--- config.mk ---
export PLATFORM = sky130hd
export DESIGN_NAME = simple_st0_stage_sequencer
export DESIGN_NICKNAME = d
export VERILOG_FILES = /design/src/rtl/simple_st0_pkg.sv /design/src/rtl/simple_st0_tap_counter.sv /design/src/rtl/simple_st0_stage_sequencer.sv
export SDC_FILE = /design/constraint.sdc
export NUM_CORES = 1
export LEC_CHECK = 0
export ABC_AREA = 1
export BUFFER_PORTS_ARGS = -buffer_cell sky130_fd_sc_hd__buf_4
export CELL_PAD_IN_SITES_DETAIL_PLACEMENT = 0
export CELL_PAD_IN_SITES_GLOBAL_PLACEMENT = 1
export CORE_ASPECT_RATIO = 0.5
export CORE_UTILIZATION = 38
export DETAILED_ROUTE_END_ITERATION = 6
export HOLD_SLACK_MARGIN = 0.15
export PLACE_DENSITY_LB_ADDON = 0.12
export SYNTH_ARGS = -nofsm -noshare
export SYNTH_HDL_FRONTEND = slang
export SYNTH_HIERARCHICAL = 1
export SYNTH_SLANG_ARGS = --single-unit
--- constraint.sdc ---
create_clock -name clk -period 1.6 [get_ports clk]
set_clock_uncertainty 0.05 [all_clocks]
set_input_delay 0.08 -clock clk [delete_from_list [all_inputs] [get_ports clk]]
set_output_delay 0.08 -clock clk [all_outputs]
set_load 0.02 [all_outputs]
--- src/rtl/simple_st0_pkg.sv ---
// Shared types and sizes for the stage-0 pass sequencer.
// State encoding is fixed so probes and dumps stay readable across revisions.
package simple_st0_pkg;

    localparam int TAPS_DEF   = 6;
    localparam int PHASES_DEF = 4;
    localparam int ADDR_W     = 4;
    localparam int PHASE_W    = 2;
    localparam int LCNT_W     = 3;

    typedef enum logic [2:0] {
        S_IDLE   = 3'd0,
        S_LOAD   = 3'd1,
        S_RUN    = 3'd2,
        S_FINISH = 3'd3,
        S_UPDATE = 3'd4
    } state_e;

endpackage

--- src/rtl/simple_st0_tap_counter.sv ---
// Tap address / phase counter pair with modulo wrap and synchronous clear.
// Clear has priority over both increments.
module simple_st0_tap_counter
    import simple_st0_pkg::*;
#(
    parameter int TAPS   = TAPS_DEF,
    parameter int PHASES = PHASES_DEF
) (
    input  logic               clk_i,
    input  logic               rst_ni,
    input  logic               clr_i,
    input  logic               inc_i,
    input  logic               phase_inc_i,
    output logic [ADDR_W-1:0]  addr_o,
    output logic [PHASE_W-1:0] phase_o,
    output logic               addr_last_o,
    output logic               phase_last_o
);

    logic [ADDR_W-1:0]  addr_q, addr_d;
    logic [PHASE_W-1:0] phase_q, phase_d;

    assign addr_last_o  = (addr_q == ADDR_W'(TAPS - 1));
    assign phase_last_o = (phase_q == PHASE_W'(PHASES - 1));
    assign addr_o       = addr_q;
    assign phase_o      = phase_q;

    always_comb begin
        addr_d  = addr_q;
        phase_d = phase_q;
        if (clr_i) begin
            addr_d  = '0;
            phase_d = '0;
        end else begin
            if (inc_i) begin
                addr_d = addr_last_o ? '0 : addr_q + 1'b1;
            end
            if (phase_inc_i) begin
                phase_d = phase_last_o ? '0 : phase_q + 1'b1;
            end
        end
    end

    always_ff @(posedge clk_i or negedge rst_ni) begin
        if (!rst_ni) begin
            addr_q  <= '0;
            phase_q <= '0;
        end else begin
            addr_q  <= addr_d;
            phase_q <= phase_d;
        end
    end

endmodule

--- src/rtl/simple_st0_stage_sequencer.sv ---
// Stage-0 pass sequencer: LOAD, per-phase RUN sweeps, optional error UPDATE.
// Drives the stage-0 error FIFO controls and the shared tap memory strobes.
module simple_st0_stage_sequencer
    import simple_st0_pkg::*;
#(
    parameter int TAPS   = TAPS_DEF,
    parameter int PHASES = PHASES_DEF
) (
    input  logic               clk,
    input  logic               reset,
    input  logic               start,
    input  logic               abort,
    input  logic               input_stage_cfg,
    input  logic [LCNT_W-1:0]  load_length,
    input  logic               error_update_mode,
    input  logic               data_vld,
    output logic               data_rdy,
    output logic [ADDR_W-1:0]  tap_address,
    output logic [PHASE_W-1:0] tap_phase,
    output logic               tap_rd_en,
    output logic               tap_wr_en,
    output logic               read_finish,
    output logic               state_finish,
    output logic               input_stage,
    output logic               busy,
    output logic               done
);

    state_e              state_q;
    logic [LCNT_W-1:0]   load_cnt_q;
    logic                rd_en_q;
    logic                wr_en_q;
    logic                rf_q;
    logic                sf_q;
    logic                in_stage_q;
    logic                busy_q;
    logic                done_q;

    logic                beat_d;
    logic                advance_d;
    logic                addr_inc_d;
    logic                cnt_clr_d;
    logic                addr_last;
    logic                phase_last;

    assign data_rdy   = (state_q == S_RUN);
    assign beat_d     = data_rdy & data_vld;
    assign advance_d  = ((state_q == S_FINISH) & ~error_update_mode)
                      | ((state_q == S_UPDATE) & addr_last);
    assign addr_inc_d = beat_d | (state_q == S_UPDATE);
    assign cnt_clr_d  = abort | ((state_q == S_IDLE) & start);

    simple_st0_tap_counter #(
        .TAPS   (TAPS),
        .PHASES (PHASES)
    ) u_cnt (
        .clk_i        (clk),
        .rst_ni       (reset),
        .clr_i        (cnt_clr_d),
        .inc_i        (addr_inc_d),
        .phase_inc_i  (advance_d),
        .addr_o       (tap_address),
        .phase_o      (tap_phase),
        .addr_last_o  (addr_last),
        .phase_last_o (phase_last)
    );

    always_ff @(posedge clk or negedge reset) begin
        if (!reset) begin
            state_q    <= S_IDLE;
            load_cnt_q <= '0;
            rd_en_q    <= 1'b0;
            wr_en_q    <= 1'b0;
            rf_q       <= 1'b0;
            sf_q       <= 1'b0;
            in_stage_q <= 1'b0;
            busy_q     <= 1'b0;
            done_q     <= 1'b0;
        end else if (abort) begin
            state_q    <= S_IDLE;
            load_cnt_q <= '0;
            rd_en_q    <= 1'b0;
            wr_en_q    <= 1'b0;
            rf_q       <= 1'b0;
            sf_q       <= 1'b0;
            in_stage_q <= 1'b0;
            busy_q     <= 1'b0;
            done_q     <= 1'b0;
        end else begin
            rd_en_q <= 1'b0;
            wr_en_q <= 1'b0;
            rf_q    <= 1'b0;
            sf_q    <= 1'b0;
            done_q  <= 1'b0;
            unique case (state_q)
                S_IDLE: begin
                    if (start) begin
                        state_q    <= S_LOAD;
                        load_cnt_q <= load_length;
                        in_stage_q <= input_stage_cfg;
                        rd_en_q    <= 1'b1;
                        busy_q     <= 1'b1;
                    end
                end
                S_LOAD: begin
                    if (load_cnt_q == '0) begin
                        state_q <= S_RUN;
                    end else begin
                        load_cnt_q <= load_cnt_q - 1'b1;
                        rd_en_q    <= 1'b1;
                    end
                end
                S_RUN: begin
                    if (beat_d) begin
                        rd_en_q <= 1'b1;
                        if (addr_last) begin
                            state_q <= S_FINISH;
                            rf_q    <= 1'b1;
                            sf_q    <= 1'b1;
                        end
                    end
                end
                S_FINISH: begin
                    if (error_update_mode) begin
                        state_q <= S_UPDATE;
                        wr_en_q <= 1'b1;
                    end
                end
                S_UPDATE: begin
                    if (!addr_last) begin
                        wr_en_q <= 1'b1;
                    end
                end
                default: state_q <= S_IDLE;
            endcase
            // Phase advance is shared by the FINISH and UPDATE exits.
            if (advance_d) begin
                if (phase_last) begin
                    state_q    <= S_IDLE;
                    done_q     <= 1'b1;
                    busy_q     <= 1'b0;
                    in_stage_q <= 1'b0;
                end else begin
                    state_q <= S_RUN;
                end
            end
        end
    end

    assign tap_rd_en    = rd_en_q;
    assign tap_wr_en    = wr_en_q;
    assign read_finish  = rf_q;
    assign state_finish = sf_q;
    assign input_stage  = in_stage_q;
    assign busy         = busy_q;
    assign done         = done_q;

endmodule

# Word-level counts from Yosys, hierarchy flattened
# Cells that the tools add are included.
# W data, S select, Z words.
# totals
regBits,18
inputBits,10
out_inout_bits,14
# op_classes
n_addsub,3
eq_ne,14
n_mux,45
n_bitwise,8
reduce_logical,7
# ops
op,n
$mux W3,10
$mux W1,24
$pmux W3 S5,1
$mux W4,3
$ne A4 B4 Y1 const B,3
$ne A3 B3 Y1 const B,3
$mux W2,4
$ne A4 B2 Y1 const B,2
$eq A3 B2 Y1 const B,2
$logic_not A3 Y1,2
$pmux W3 S2,1
$reduce_and A6 Y1,1
$add A4 B1 Y4 const B,1
$and A1 B1 Y1,4
$eq A4 B3 Y1 const B,1
$reduce_bool A2 Y1,2
$eq A3 B1 Y1 const B,1
$eq A3 B3 Y1 const B,1
$or A1 B1 Y1,3
$pmux W1 S3,1
$reduce_and A3 Y1,1
$reduce_bool A3 Y1,1
$sub A3 B1 Y3 const B,1
$add A2 B1 Y2 const B,1
other kinds (3),3

# Depth between registers and ports, before layout
# Gate-level depths: netlist (run 1).
# logic_depth
word_depth,6
ltp_mapped,11
depth_no_buf,11

# Hierarchy
# The synthesis (run 1) kept the hierarchy.
# modules_own_cells
module,n_inst,cells_per_inst,area_per_inst_um2,seq_area_each_um2
simple_st0_stage_sequencer,1,90,706.9,300.3
simple_st0_tap_counter,1,48,364.1,150.1

# Worst setup path before layout (run 1)
# Ideal clock, no wire load.
# synth_timing
kind,register to register
start,reg u_cnt.addr_q[0] (netlist: u_cnt/addr_o[0])
end,reg state_q[1]
setup_ns,0.120
arrival_time_ns,1.374
setup_slack_ns,0.056
stages_incl_launch_ff,9
period_less_slack_ns,1.544
path_cell_list,dfrtp_1 -> ha_1 -> nand2_2 -> nor2_4 -> nand3_2 -> nand2_2 -> nand2_2 -> nand3_2 -> a21oi_1
# synth_via
elab_chain_cells,5
# synth_rtl
element,line_no,text
from (decl),simple_st0_tap_counter.sv:20,"logic [ADDR_W-1:0] addr_q, addr_d;"
from (signal assigned),simple_st0_tap_counter.sv:49,addr_q <= addr_d;
$eq A4 B3 Y1 *,simple_st0_tap_counter.sv:23,assign addr_last_o = (addr_q == ADDR_W'(TAPS - 1));
net addr_last,simple_st0_stage_sequencer.sv:43,logic addr_last;
$and A1 B1 Y1 *,simple_st0_stage_sequencer.sv:49,| ((state_q == S_UPDATE) & addr_last);
$or A1 B1 Y1 *,simple_st0_stage_sequencer.sv:49,
net advance_d,simple_st0_stage_sequencer.sv:40,logic advance_d;
$ne A4 B4 Y1 (no line) (tied with other cells),n/a,
$reduce_and A6 Y1 (no line) / $mux W3 (equally long branches),n/a,
to (signal assigned),simple_st0_stage_sequencer.sv:70,state_q <= S_IDLE;
to (signal assigned),simple_st0_stage_sequencer.sv:80,state_q <= S_IDLE;
to (signal assigned),simple_st0_stage_sequencer.sv:98,state_q <= S_LOAD;
to (decl),simple_st0_stage_sequencer.sv:29,state_e state_q;
# Mark *: on every way through the listed nets, which the timed path passes. The rest lies on a longest branch.
# A chain may end at the register's enable or synchronous reset.

# Final worst setup path (run 1)
# layout_timing
start,reg u_cnt.addr_q[1] (netlist: u_cnt/addr_o[1])
end,reg busy_q (netlist: busy)
# layout_via
elab_chain_cells,5
# layout_rtl
element,line_no,text
$eq A4 B3 Y1,simple_st0_tap_counter.sv:23,
net addr_last,simple_st0_stage_sequencer.sv:43,
$and A1 B1 Y1,simple_st0_stage_sequencer.sv:49,
$or A1 B1 Y1,simple_st0_stage_sequencer.sv:49,
net advance_d,simple_st0_stage_sequencer.sv:40,
$mux W1,simple_st0_stage_sequencer.sv:137,if (advance_d) begin
$mux W1,simple_st0_stage_sequencer.sv:79,end else if (abort) begin
to (signal assigned),simple_st0_stage_sequencer.sv:77,busy_q <= 1'b0;
to (signal assigned),simple_st0_stage_sequencer.sv:87,busy_q <= 1'b0;
to (signal assigned),simple_st0_stage_sequencer.sv:141,busy_q <= 1'b0;
to (decl),simple_st0_stage_sequencer.sv:36,logic busy_q;
# The timed path passes the listed nets, and every way through them passes these cells.

==> results of run 1 <==
## worst max-delay path, delay by kind of cell (launching register included)
kind                       cells  cell delay [ns]
and+or+nand+nor                7             0.71
DFF                            1             0.38
adders and majority gates      1             0.19
buffers and inverters          1             0.06
## synth_stat cells
master / number
o21ai_0: 3
ha_1: 5
inv_2: 2
buf_4: 1
o211ai_1: 2
nor2_1: 12
nand3_2: 2
nor2_2: 4
inv_1: 20
o21ai_1: 3
nand3_1: 7
a211oi_1: 2
nand4_1: 4
dfrtp_1: 18
o21a_1: 1
nand2_1: 40
o21bai_1: 1
nand2_2: 5
bufinv_16: 1
nor2_4: 1
a21oi_1: 4
## how the worst min path moves through the flow
stage               cells past startpoint  slack [ns]              end
floorplan                               0       -0.27             busy
global placement                        1       -0.08  u_cnt/addr_o[0]
detailed placement                      1       -0.08  u_cnt/addr_o[3]
CTS                                     2        0.18  u_cnt/addr_o[3]
global route                            2        0.21  u_cnt/addr_o[3]
finish                                  2        0.18  u_cnt/addr_o[3]
## what timing repair did
item	in CTS	in global routing
resized for setup	0	7
hold buffers	8	0
buffers inserted	0	3
hold endpoints to repair	28	0
setup endpoints to repair	0	7
## area by class of cell
| class | instances | area share, % |
|---|---|---|
| multi-input combinational | 96 | 35.0 |
| sequential | 18 | 30.0 |
| timing repair buffer | 39 | 20.8 |
| inverter | 23 | 7.48 |
| clock buffer | 4 | 3.65 |
| tap | 37 | 3.07 |
## per-layer routing
metal  vias up  GRT usage (%)
li1        522              -
met1       453           21.1
met3         5           5.58
met5         -              0
met4         0           7.08
met2        24           26.6
## power groups by stage
stage                     Combinational, mW  Clock, mW  Sequential, mW
after floorplan                       0.496          0           0.667
final                                 0.808      0.377           0.638
after CTS                             0.779      0.392           0.624
after global placement                0.761          0           0.631
after global routing                  0.913      0.413           0.651
after detailed placement              0.759          0           0.632
## metrics by stage
step           power (mW)  setup slack, ns  hold WS [ns]  instances  utilization [%]
2_1_floorplan        1.16           0.0558        -0.266        138                -
3_3_place_gp         1.39           0.0673       -0.0816        202             50.1
3_5_place_dp         1.39           0.0770       -0.0831        202             50.1
4_1_cts              1.79           0.0603         0.178        214             55.2
5_1_grt              1.98         0.000774         0.210        217             57.2
6_report             1.82            0.114         0.177        217             57.2
## kinds of logic after synthesis
kind of cell,Yosys count
AOI/OAI and AO/OA,16
adders and majority gates,5
buffers and inverters,24
DFF,18
and+or+nand+nor,75
## sequential cells by signal, summed over array words and instances, names as in the netlist, 2 cells and up
| register | count |
|---|---|
| u_cnt/addr_o | 4 |
| load_cnt_q | 3 |
| state_q | 3 |
| u_cnt/phase_o | 2 |
## layout by cell type, fill, tap and decap left out, drive strengths merged, types with 5 or more instances in the layout
| master | instances |
|---|---|
| nand3 | 9 |
| dfrtp | 18 |
| nor2 | 17 |
| inv | 22 |
| ha | 5 |
| o21ai | 6 |
| nand2 | 45 |
| dlygate4sd3 | 8 |
| buf | 31 |
==> impl_results.md, run 1 <==
- Most frequent CP cell: nand2_2
- Die Span X: between 70 and 80 um
- Largest net degree at the start of global routing: 19
- Vias per inst: ~4.6
- Core area: 2640 um2
- Fill cells: around 270
- Post-synthesis net count: 153
- Hold Path Class: in2async
- Min cycle time layout: about 1.5 ns
- GPL Wtd Cong: roughly 0.83
- Simple-Gate Fraction of Synth Area: 32.0%
- Synth Area in Compound Gates: about 8.9%
- Total GRT Usage: about 17%
- Net Sw Frac: between 40% and 50%
- Routed length on met1: approximately 1200 um
- FP Rows: 13
- H-Tree Depth: 1
- Die area: around 3000 um2
- Share of cells above drive strength 1: a little under a third
- Grt total ovfl: 0
- CTS root buf: clkbuf_8
- Register share of total power: between 30% and 40%
- NetSw: approximately 0.73 mW
- Critical path's slowest cell: dfrtp_1
- Final hold violation count: 0
- Reg2reg end: busy
- Longest Clk Path Bufs: 2
- Crit path to: busy
- Fin. max-slew vios: 0
- Max incr delay on CP: 0.38 ns
- R2R Path Start: u_cnt/addr_o[1]
- Vias in the first global route: 795
- F_max: a little under 700 MHz
- RSZ-0062 raised after global routing: false
- Storage element area: approximately 450 um2
- DR WL/cell: 10.7 um
- Clock transition at the registers of the reported paths: ~0.07 ns
- Met2 Wirelength: about 1000 um
- Ys Warns: 6
- Worst Max-Slew Pin Slew: between 0.2 and 0.25 ns
- Adder-Cell Fraction of Synth Area: 5.84%
- Pwr per Cell Area: approximately 1200 nW/um2
- Final setup vio count: 0
- P&R area growth vs syn: 40.7%
- Num ports: 24
- Non-Filler Cell Area, Final: between 1500 and 2000 um2
- Post-Route Setup TNS: 0 ns
- Post-synthesis cell type count: 21
- Arrival @ worst endpoint: approximately 1.6 ns
- Final wirelength: 2330 um
- Leakage: just over 0.8 nW
- Initial DRT Pass Iterations: 4
- DRC Markers: 0
- Int Power: 1.09 mW
- Yosys top cell by area: dfrtp_1
- Post-DP HPWL: around 1700 um
- Initial antenna violation count: 0
- CTS sink cnt: 18
- VDD IR max: ~0.0006 V
- Sequential fraction of the synthesis area: between 40% and 50%
- Post-DRT Antenna Nets: 0
- Met3 routed WL: around 98 um
- Top Layer Used: met4
- Crit-path cells: inv_1 > ha_2 > nand2_2 > nor2_4 > nand3_4 > nand2_4 > nand2_2 > nand2_1 > nor2_1
- Max Cap Viol: 0
- Mapped cell area: 1070 um2
- Status: completed
- Synthesized instance count: 138
- Placed cell area: 1320 um2
- Logic pwr share: between 40% and 50%
- Mean Syn Cell Area: between 7 and 8 um2
- Data required time of the worst path: 1.70 ns
- R2R depth: 9
- Worst slew margin: between 80% and 90%
- Die Height: 39.5 um
- XOR/XNOR Fraction of Synth Area: 0%
- Post-synthesis mux area share: 0%
- Routed vias: about 1,000
- Worst-Skew Late Latency: approximately 0.26 ns
- CP endpoint kind: flop
- 1st-iter DRT viols: 29
- Top-area cell type share of the netlist area: 42.1%
- Starting Density: about two fifths
- Worst-path fanout max: 7
- Ant diodes: 0
- Synth top area cells: dfrtp_1 42%, nand2_1 14%, inv_1 7.0%
- Critical setup path kind: reg2reg
- Area of the multi-input gates: 528 um2
- Ratio of final minimum period to clock period: slightly above 90%
- Buffers added on ports: 23
- Global-route wire length before repair: 3600 um
- Reg-to-reg slack, setup: about 0.11 ns
- Cts bufs inserted: 3
- Clk network pwr share: approximately a fifth
- CP startpoint kind: flop
- TritonCTS clock tree: yes
- CP Launch Point: u_cnt/addr_o[1]
- Largest family of logic cells by synthesized area: simple AND/OR/NAND/NOR gates
- Seq cells post-synth: 18
- Post-layout nets: 196
Power figures use the tool's default switching activity.
==> inputs of run 2 (changes only) <==
Settings changed: SETUP_SLACK_MARGIN set to 0.15.
==> impl_results.md, run 2 (same netlist as run 1, synthesis figures left out) <==
- Worst Min Path Start: start
- Worst slew margin: 82.6% (-0.92 points)
- Crit-path cells: inv_2 > ha_4 > nand2_4 > nor2_4 > nand3_4 > nand2_8 > nand2_8 > nand3_2 > a21oi_2
- Critical path's slowest cell: dfrtp_2
- CTS root buf: clkbuf_8
- Ant diodes: 0 (unchanged)
- Largest net degree at the start of global routing: 19 (unchanged)
- RSZ-0062 raised after global routing: true
- CP Launch Point: u_cnt/addr_o[1]
- Vias in the first global route: 825 (+3.8%)
- Fin. max-slew vios: 0 (unchanged)
- Dpl ws: 0.0811 ns (+0.00413 ns)
- Initial antenna violation count: 0 (unchanged)
- Max reg flops: 4 (unchanged)
- Leakage: 0.840 nW (+3.6%)
- FP Rows: 13 (unchanged)
- Ratio of final minimum period to clock period: 89.0% (-3.9 points)
- Min cycle time layout: 1.42 ns (-0.0627 ns)
- Max Cap Viol: 0 (unchanged)
- Share of cells above drive strength 1: 42.1% (+12 points)
- R2R Path Start: u_cnt/addr_o[1]
- Final setup vio count: 0 (unchanged)
- Pwr per Cell Area: 1250 nW/um2 (+3.4%)
- 1st-iter DRT viols: 28 (-3.4%)
- Longest Clk Path Bufs: 2 (unchanged)
- Most common cell after layout, fill and taps aside: buf_4
- VDD IR max: 0.000591 V (-2.4%)
- Data required time of the worst path: 1.70 ns (about the same)
- F_max: 702 MHz (+4.4%)
- Global-route wire length before repair: 3920 um (+8.8%)
- Cts bufs inserted: 3 (unchanged)
- Post-DRT Antenna Nets: 0 (unchanged)
- Most frequent CP cell: nand2_8
- Final wirelength: 2600 um (+12%)
- Max incr delay on CP: 0.42 ns (+0.04 ns)
- Initial DRT Pass Iterations: 4 (unchanged)
- Status: completed
- Die Span X: 77.1 um (unchanged)
- Minimum hold slack: 0.154 ns (-0.0236 ns)
- Starting Density: 40.6% (unchanged)
- CTS sink cnt: 18 (unchanged)
- H-Tree Depth: 1 (unchanged)
- Hold Path Class: in2reg
- CP startpoint kind: flop
- Core area: 2640 um2 (unchanged)
- Vias per inst: 4.55 (-1.7%)
- Worst-Skew Late Latency: 0.26 ns (about the same)
- Num ports: 24 (unchanged)
- Post-Route Setup TNS: 0 ns (unchanged)
- CP endpoint kind: flop
- DRC Markers: 0 (unchanged)
- Worst-path fanout max: 7 (unchanged)
- Post-layout nets: 199 (+1.5%)
- Placed instance count: 200 (-0.99%)
- Reg-to-reg slack, setup: 0.18 ns (+0.06 ns)
- Critical setup path kind: reg2reg
- Routed vias: 1,001 (-0.30%)
- Layout Cells excl Fill: 220 (+1.4%)
- Storage element area: 454 um2 (+0.55%)
- Fill cells: 253 (-7.7%)
- Total GRT Usage: 17.8% (+1.1 points)
- P&R area growth vs syn: 52.3%
- TritonCTS clock tree: yes
- Area of the multi-input gates: 641 um2 (+21%)
- Post-DP HPWL: 1730 um (+2.5%)
- Clock transition at the registers of the reported paths: 0.07 ns (about the same)
- Grt total ovfl: 0 (unchanged)
- Final hold violation count: 0 (unchanged)
- DR WL/cell: 11.8 um (+10%)
- GPL Wtd Cong: 0.797 (-3.9%)
- Arrival @ worst endpoint: 1.53 ns (-0.06 ns)
- Buffers added on ports: 23 (unchanged)
- Die Height: 39.5 um (unchanged)
- Worst Max-Slew Pin Slew: 0.259 ns (+0.0123 ns)
- Die area: 3050 um2 (unchanged)
- Final setup margin: 0.176 ns (+0.0627 ns)
- Most frequent cells in the layout: 35 x buf_4, 32 x nand2_1, 16 x inv_1
[run 2: cell types whose count changed in the layout (fill, tap and decap cells not counted), sizes merged]
| cell | delta |
|---|---|
| dlygate4sd3 | -1 |
| buf | +4 |
[run 2: area by class of cell]
type,count,share of cell area [%]
Clock buffer,4,2.76
Tap cell,37,2.84
Timing Repair Buffer,42,20.4
Sequential cell,18,27.8
Inverter,23,6.90
Multi-Input combinational cell,96,39.3
[run 2: what timing repair did]
| action | CTS | global route |
|---|---|---|
| endpoints found under the setup margin | 9 | 14 |
| pin swaps | 3 | 10 |
| hold endpoints to repair | 27 | 0 |
| setup buffers | 3 | 6 |
| cloned | 0 | 0 |
| resized for setup | 2 | 29 |
| hold buffers | 7 | 0 |
[run 2: path summary, 6_finish.rpt]
| path | end | depth (start not counted) |
|---|---|---|
| min in group asynchronous | u_cnt/addr_o[3] | 2 |
| hold / removal | state_q[0] | 5 |
| setup reg to reg | state_q[1] | 9 |
| max in group asynchronous | u_cnt/addr_o[1] | 2 |
| hold reg to reg | load_cnt_q[1] | 2 |
| setup / recovery | state_q[1] | 9 |
[run 2: per-layer routing]
| metal | share of wire, % | track usage, % | vias up |
|---|---|---|---|
| met5 | 0 | 0 | - |
| met4 | 0.31 | 2.83 | 0 |
| met3 | 3.3 | 5.58 | 2 |
| met2 | 46 | 28.1 | 16 |
| met1 | 51 | 24.3 | 454 |
| li1 | - | - | 529 |
[run 2: worst max-delay path: cells and delay by family (launching register included)]
| kind | cells | cell delay [ns] |
|---|---|---|
| adder cells (fa/ha/maj) | 1 | 0.14 |
| flip-flops | 1 | 0.42 |
| AO/OA/AOI/OAI | 1 | 0.05 |
| buffers and inverters | 1 | 0.06 |
| AND/OR/NAND/NOR | 6 | 0.59 |
[run 2: report_power, final]
part | internal, mW | switching, mW
Combinational | 0.467 | 0.603
Clock | 0.177 | 0.160
Sequential | 0.553 | 0.0820
[run 2: per-stage QoR]
step	total power [mW]	utilization, %	instance area [um2]
finish	2.04	61.9	1630
global route	2.21	61.9	1630
CTS	1.82	56.2	1480
detailed placement	1.41	50.6	1330
global placement	1.42	50.6	1330
floorplan	1.18	-	1100
